==> src/rtl/arbitro_memoria.sv <==
// rtl/arbitro_memoria.sv - two-port round-robin arbiter and sequencer for the L1/L2 memory hierarchy
// One transaction at a time: latch winner, strobe once, wait hit-dependent latency, then ack.
module arbitro_memoria #(
  parameter int L1_LAT   = 1,
  parameter int L2_LAT   = 3,
  parameter int MISS_LAT = 8
) (
  input  logic        clock,
  input  logic        reset,
  input  logic        req0,
  input  logic        req1,
  input  logic        we0,
  input  logic        we1,
  input  logic [15:0] addr0,
  input  logic [15:0] addr1,
  input  logic [15:0] wdata0,
  input  logic [15:0] wdata1,
  output logic        ack0,
  output logic        ack1,
  output logic [15:0] rdata0,
  output logic [15:0] rdata1,
  output logic [15:0] mem_address,
  output logic [15:0] mem_write_data,
  output logic        mem_read,
  output logic        mem_write,
  input  logic [15:0] mem_read_data,
  input  logic        hit_L1,
  input  logic        hit_L2,
  output logic        grant,
  output logic        busy
);

  localparam int MAX_LAT = (L1_LAT > L2_LAT) ? ((L1_LAT > MISS_LAT) ? L1_LAT : MISS_LAT)
                                             : ((L2_LAT > MISS_LAT) ? L2_LAT : MISS_LAT);
  localparam int CW = $clog2(MAX_LAT + 1);

  typedef enum logic [2:0] {
    S_IDLE,
    S_ISSUE,
    S_EVAL,
    S_WAIT,
    S_RESP
  } state_t;

  state_t        state_q, state_d;
  logic [CW-1:0] cnt_q, cnt_d;
  logic          last_grant_q, last_grant_d;
  logic          we_q, we_d;
  logic          grant_q, grant_d;
  logic          busy_q, busy_d;
  logic          ack0_q, ack0_d;
  logic          ack1_q, ack1_d;
  logic          mem_read_q, mem_read_d;
  logic          mem_write_q, mem_write_d;
  logic [15:0]   addr_q, addr_d;
  logic [15:0]   wdata_q, wdata_d;
  logic [15:0]   rdata0_q, rdata0_d;
  logic [15:0]   rdata1_q, rdata1_d;
  logic          winner;
  logic          win_we;

  // On a tie the port that was not served last wins; otherwise the lone requester.
  assign winner = (req0 & req1) ? ~last_grant_q : ~req0;
  assign win_we = winner ? we1 : we0;

  always_ff @(posedge clock or negedge reset) begin
    if (!reset) begin
      state_q      <= S_IDLE;
      cnt_q        <= '0;
      last_grant_q <= 1'b1;
      we_q         <= 1'b0;
      grant_q      <= 1'b0;
      busy_q       <= 1'b0;
      ack0_q       <= 1'b0;
      ack1_q       <= 1'b0;
      mem_read_q   <= 1'b0;
      mem_write_q  <= 1'b0;
      addr_q       <= '0;
      wdata_q      <= '0;
      rdata0_q     <= '0;
      rdata1_q     <= '0;
    end else begin
      state_q      <= state_d;
      cnt_q        <= cnt_d;
      last_grant_q <= last_grant_d;
      we_q         <= we_d;
      grant_q      <= grant_d;
      busy_q       <= busy_d;
      ack0_q       <= ack0_d;
      ack1_q       <= ack1_d;
      mem_read_q   <= mem_read_d;
      mem_write_q  <= mem_write_d;
      addr_q       <= addr_d;
      wdata_q      <= wdata_d;
      rdata0_q     <= rdata0_d;
      rdata1_q     <= rdata1_d;
    end
  end

  always_comb begin
    state_d      = state_q;
    cnt_d        = cnt_q;
    last_grant_d = last_grant_q;
    we_d         = we_q;
    grant_d      = grant_q;
    ack0_d       = 1'b0;
    ack1_d       = 1'b0;
    mem_read_d   = 1'b0;
    mem_write_d  = 1'b0;
    addr_d       = addr_q;
    wdata_d      = wdata_q;
    rdata0_d     = rdata0_q;
    rdata1_d     = rdata1_q;

    case (state_q)
      S_IDLE: begin
        if (req0 | req1) begin
          grant_d     = winner;
          we_d        = win_we;
          addr_d      = winner ? addr1 : addr0;
          wdata_d     = winner ? wdata1 : wdata0;
          mem_read_d  = ~win_we;
          mem_write_d = win_we;
          state_d     = S_ISSUE;
        end
      end
      S_ISSUE: state_d = S_EVAL;
      S_EVAL: begin
        if (hit_L1)      cnt_d = CW'(L1_LAT);
        else if (hit_L2) cnt_d = CW'(L2_LAT);
        else             cnt_d = CW'(MISS_LAT);
        state_d = S_WAIT;
      end
      S_WAIT: begin
        // Ack and read data are registered on the edge into RESP so they appear together.
        if (cnt_q > CW'(1)) begin
          cnt_d = cnt_q - CW'(1);
        end else begin
          cnt_d   = '0;
          state_d = S_RESP;
          ack0_d  = ~grant_q;
          ack1_d  = grant_q;
          if (!we_q) begin
            if (grant_q) rdata1_d = mem_read_data;
            else         rdata0_d = mem_read_data;
          end
        end
      end
      S_RESP: begin
        last_grant_d = grant_q;
        state_d      = S_IDLE;
      end
      default: state_d = S_IDLE;
    endcase
  end

  assign busy_d = (state_d != S_IDLE);

  assign ack0           = ack0_q;
  assign ack1           = ack1_q;
  assign rdata0         = rdata0_q;
  assign rdata1         = rdata1_q;
  assign mem_address    = addr_q;
  assign mem_write_data = wdata_q;
  assign mem_read       = mem_read_q;
  assign mem_write      = mem_write_q;
  assign grant          = grant_q;
  assign busy           = busy_q;

endmodule
==> config.mk <==
export PLATFORM = sky130hd
export DESIGN_NAME = arbitro_memoria
export DESIGN_NICKNAME = d
export VERILOG_FILES = /design/src/rtl/arbitro_memoria.sv
export SDC_FILE = /design/constraint.sdc
export NUM_CORES = 1
export LEC_CHECK = 0
export ABC_AREA = 1
export CAP_MARGIN = 15
export CORE_ASPECT_RATIO = 1.1
export CORE_UTILIZATION = 34
export CTS_BUF_LIST = sky130_fd_sc_hd__clkbuf_8
export CTS_CLUSTER_DIAMETER = 80
export DETAILED_ROUTE_END_ITERATION = 8
export PLACE_DENSITY = 0.76
export SETUP_SLACK_MARGIN = 0.05
export SYNTH_ARGS = -nofsm -noshare
export SYNTH_HDL_FRONTEND = slang
export SYNTH_SLANG_ARGS = --single-unit
==> constraint.sdc <==
create_clock -name clock -period 1.5 [get_ports clock]
set_input_delay 0.3 -clock clock [delete_from_list [all_inputs] [get_ports clock]]
set_output_delay 0.3 -clock clock [all_outputs]
set_load 0.02 [all_outputs]
==> results by group <==
Cells and area
  – Final std cells w/o fill: roughly 700
  – Core Util, Final: 0.581
  – Area grow syn2layout: 64.8%
  – Fin nets: 654
  – Share of cells above drive strength 1: 0.162
  – Diodes inserted: 0

Worst setup path
  – CP Launch Type: flop
  – Crit path DAT: 1720 ps
  – Class of the most critical setup path: reg -> reg
  – Worst Path Required: 1720 ps
  – Crit. End Element: flop
  – Worst Path Max Fanout: 8

Clock tree
  – Root buf cell: clkbuf_8
  – Total clock sinks: 79
  – CTS clock-pin slew for the worst setup and hold paths: 80 ps
  – Worst-skew pair later-pin latency: 340 ps
  – Clk buf depth: 2
  – Clock H-tree levels: 3
  – CTS tree: done
  – CTS buffer count: 9

Global route
  – First-pass GRT wire length: around 15,000 um
  – GR Overflow Total: 0
  – Vias in the first global route: 3,184
  – Largest net degree at the start of global routing: 33
  – Antenna violations before repair: 0
  – Gr usage total: 0.176

Route
  – First drt pass iteration count: 4
  – Wire per inst: 14.5 um
  – Antenna viol nets, final: 0
  – Detailed-route wire length: 10,000 um
  – Initial drt markers: 122
  – DRC: 0
  – DR vias: 3,369
  – Vias per Instance: 4.89

Synthesis
  – EDFF count, synth: 0
  – Library cells used by synthesis: 24
  – Adder-cell area share of the yosys netlist: 0.00710
  – XOR/XNOR Fraction of Synth Area: 0.00249
  – Post-synthesis mux area share: 0
  – Combinational family with the most area after synthesis: simple AND/OR/NAND/NOR gates
  – Top FF cell, synth: dfrtp_1
  – Synth Area in Simple Gates: 0.217
  – Largest cells by area after synthesis: dfrtp_1 55%, nand3_1 9.2%, nand2_1 9.0%, o21a_1 6.8%, o21ai_1 4.8%
  – Ys async rst share: 1.00
  – YS warnings: 0
  – Post-Syn Instances: 389
  – Synth Register Bits: approximately 80
  – Leading area contributor after synthesis: dfrtp_1
  – Sequential area share after synthesis: 0.562
  – Synth Area in Compound Gates: 0.132
  – Most frequent cells after synthesis: 84 x nand2_1, 78 x dfrtp_1, 65 x nand3_1
  – Post-Synthesis Cell Area: 3520 um2
  – Syn Nets: 479
  – Count leader, synth: nand2_1
  – Syn_area_per_cell: roughly 9.1 um2
  – Post-synth top area share: 0.554

STA
  – Setup-failing EPs final: 0
  – Fin crit share: 0.999
  – Slew margin rel.: 0.712
  – Clock period minus final worst setup slack: 1500 ps
  – Slew at the pin closest to its max-slew limit: between 400 and 500 ps
  – Final slew viol count: 0
  – Min Hold Slack: 447 ps
  – Maximum clock frequency: approximately 670 MHz
  – Fin Clk Skew: 9.02 ps
  – Final worst slack: 2.02 ps
  – Final hold viol count: 0
  – RSZ-0062 raised after global routing: true

Floorplanning
  – Total Die Area: 10,800 um2
  – Initial Utilization: 0.353
  – Core ar.: about 10000 um2
  – Die width: a little under 100 um
  – Die Span Y: 109 um
  – Row count: 38
  – Num ports: 158

Power and ir drop
  – Pleak: between 2 and 3 nW
  – PwrDens: 2000 nW/um2
  – Worst VDD drop: 0.767 mV

Status
  – Outcome: completed

Place
  – Placer's final routability congestion estimate: 0.747
  – Worst slack at placement: -184 ps
  – Placed cells: 658
  – Post-DP HPWL: 6840 um
  – Port buffer count: 157

Job
  – MaxCap Viol Count: 0

Min path
  – Hold Crit Class: in -> async
-- metrics by stage --
step                      TNS [ps]  total power, mW  instance area, um2
final                            0             11.6                5800
after global routing          -762             12.4                5800
after CTS                    -3.64             11.0                5500
after detailed placement     -6770             9.75                5280
after global placement       -6400             9.57                5280
after floorplan                  0             6.99                3520
-- metal layers --
metal  vias up  track usage  share of wire
met5         -            0              0
met4         0       0.0810          0.016
met3        14       0.0410          0.071
met2       155        0.294           0.50
met1      1574        0.217           0.41
li1       1626            -              -
-- power by group --
part | switching, mW | internal (mW) | total [mW] | leakage [nW]
Combinational | 3.32 | 2.67 | 5.99 | 1.65
Clock | 0.721 | 1.01 | 1.74 | 0.122
Sequential | 0.689 | 3.20 | 3.89 | 0.913
Total | 4.73 | 6.88 | 11.6 | 2.68
-- worst paths after layout --
| check | from | to | slack (ps) | cells after the start |
|---|---|---|---|---|
| worst max register to register | cnt_q[0]$_DFFE_PN0P_ | rdata1[14]$_DFFE_PN0P_ | 2 | 10 |
| worst max-delay path | cnt_q[0]$_DFFE_PN0P_ | rdata1[14]$_DFFE_PN0P_ | 2 | 10 |
| worst min-delay path | reset | rdata1[7]$_DFFE_PN0P_ | 450 | 2 |
| worst min register to register | mem_write_data[8]$_DFFE_PN0P_ | mem_write_data[8]$_DFFE_PN0P_ | 490 | 1 |
| min in group clock | mem_write_data[8]$_DFFE_PN0P_ | mem_write_data[8]$_DFFE_PN0P_ | 490 | 1 |
| max in group asynchronous | reset | rdata1[14]$_DFFE_PN0P_ | 570 | 3 |
-- repair_timing --
item,in CTS,in global routing
buffers inserted,4,6
gates cloned,1,3
pin swaps,2,4
gates resized for setup,76,58
endpoints found under the hold margin,26,0
setup endpoints to repair,117,73
hold buffers,1,0
-- registers in the layout, indices dropped and copies added (netlist names) --
name / cells
ack0: 1
ack1: 1
busy: 1
cnt_q: 4
grant: 1
last_grant_q: 1
mem_address: 16
mem_read: 1
mem_write: 1
mem_write_data: 16
rdata0: 16
rdata1: 16
state_q: 3
we_q: 1
-- cell usage in the layout (no fill, tap or decap), types with 3 or more instances in the layout --
cell / n
o21ai_1: 26
dfrtp_1: 76
nand2_4: 13
nand3_1: 65
clkbuf_8: 11
buf_4: 17
nor2_1: 15
inv_1: 30
clkdlybuf4s50_1: 86
dlygate4sd2_1: 68
a21oi_1: 4
nand2_1: 64
o21a_1: 32
o21ai_2: 10
nand2_2: 9
inv_2: 6
nor2_4: 3
buf_12: 7
-- cells by family after synthesis --
family                     after synthesis
adders and majority gates                2
DFF                                     79
and+or+nand+nor                        174
AOI/OAI and AO/OA                       76
xor gates and xnor gates                 1
buffers and inverters                   57
-- final cells by class --
cell class	instances	area, um2
repair buffers	187	1870
flip-flops and latches	79	1980
inverters	34	128
fillers	878	4180
clock inverters	5	72.6
multi-input cells	253	1450
well taps	120	150
clock buffers	11	151
-- critical path, cell delays in order, from the launching register on --
cell and delay (ps):
dfrtp_2 450, inv_2 90, ha_4 130, inv_2 30, nand2_2 70, nand2_4 60, nor2_4 120, nand2_4 110
clkbuf_16 190, nand2_1 70, o21ai_1 60
Power figures use the tool's default switching activity.
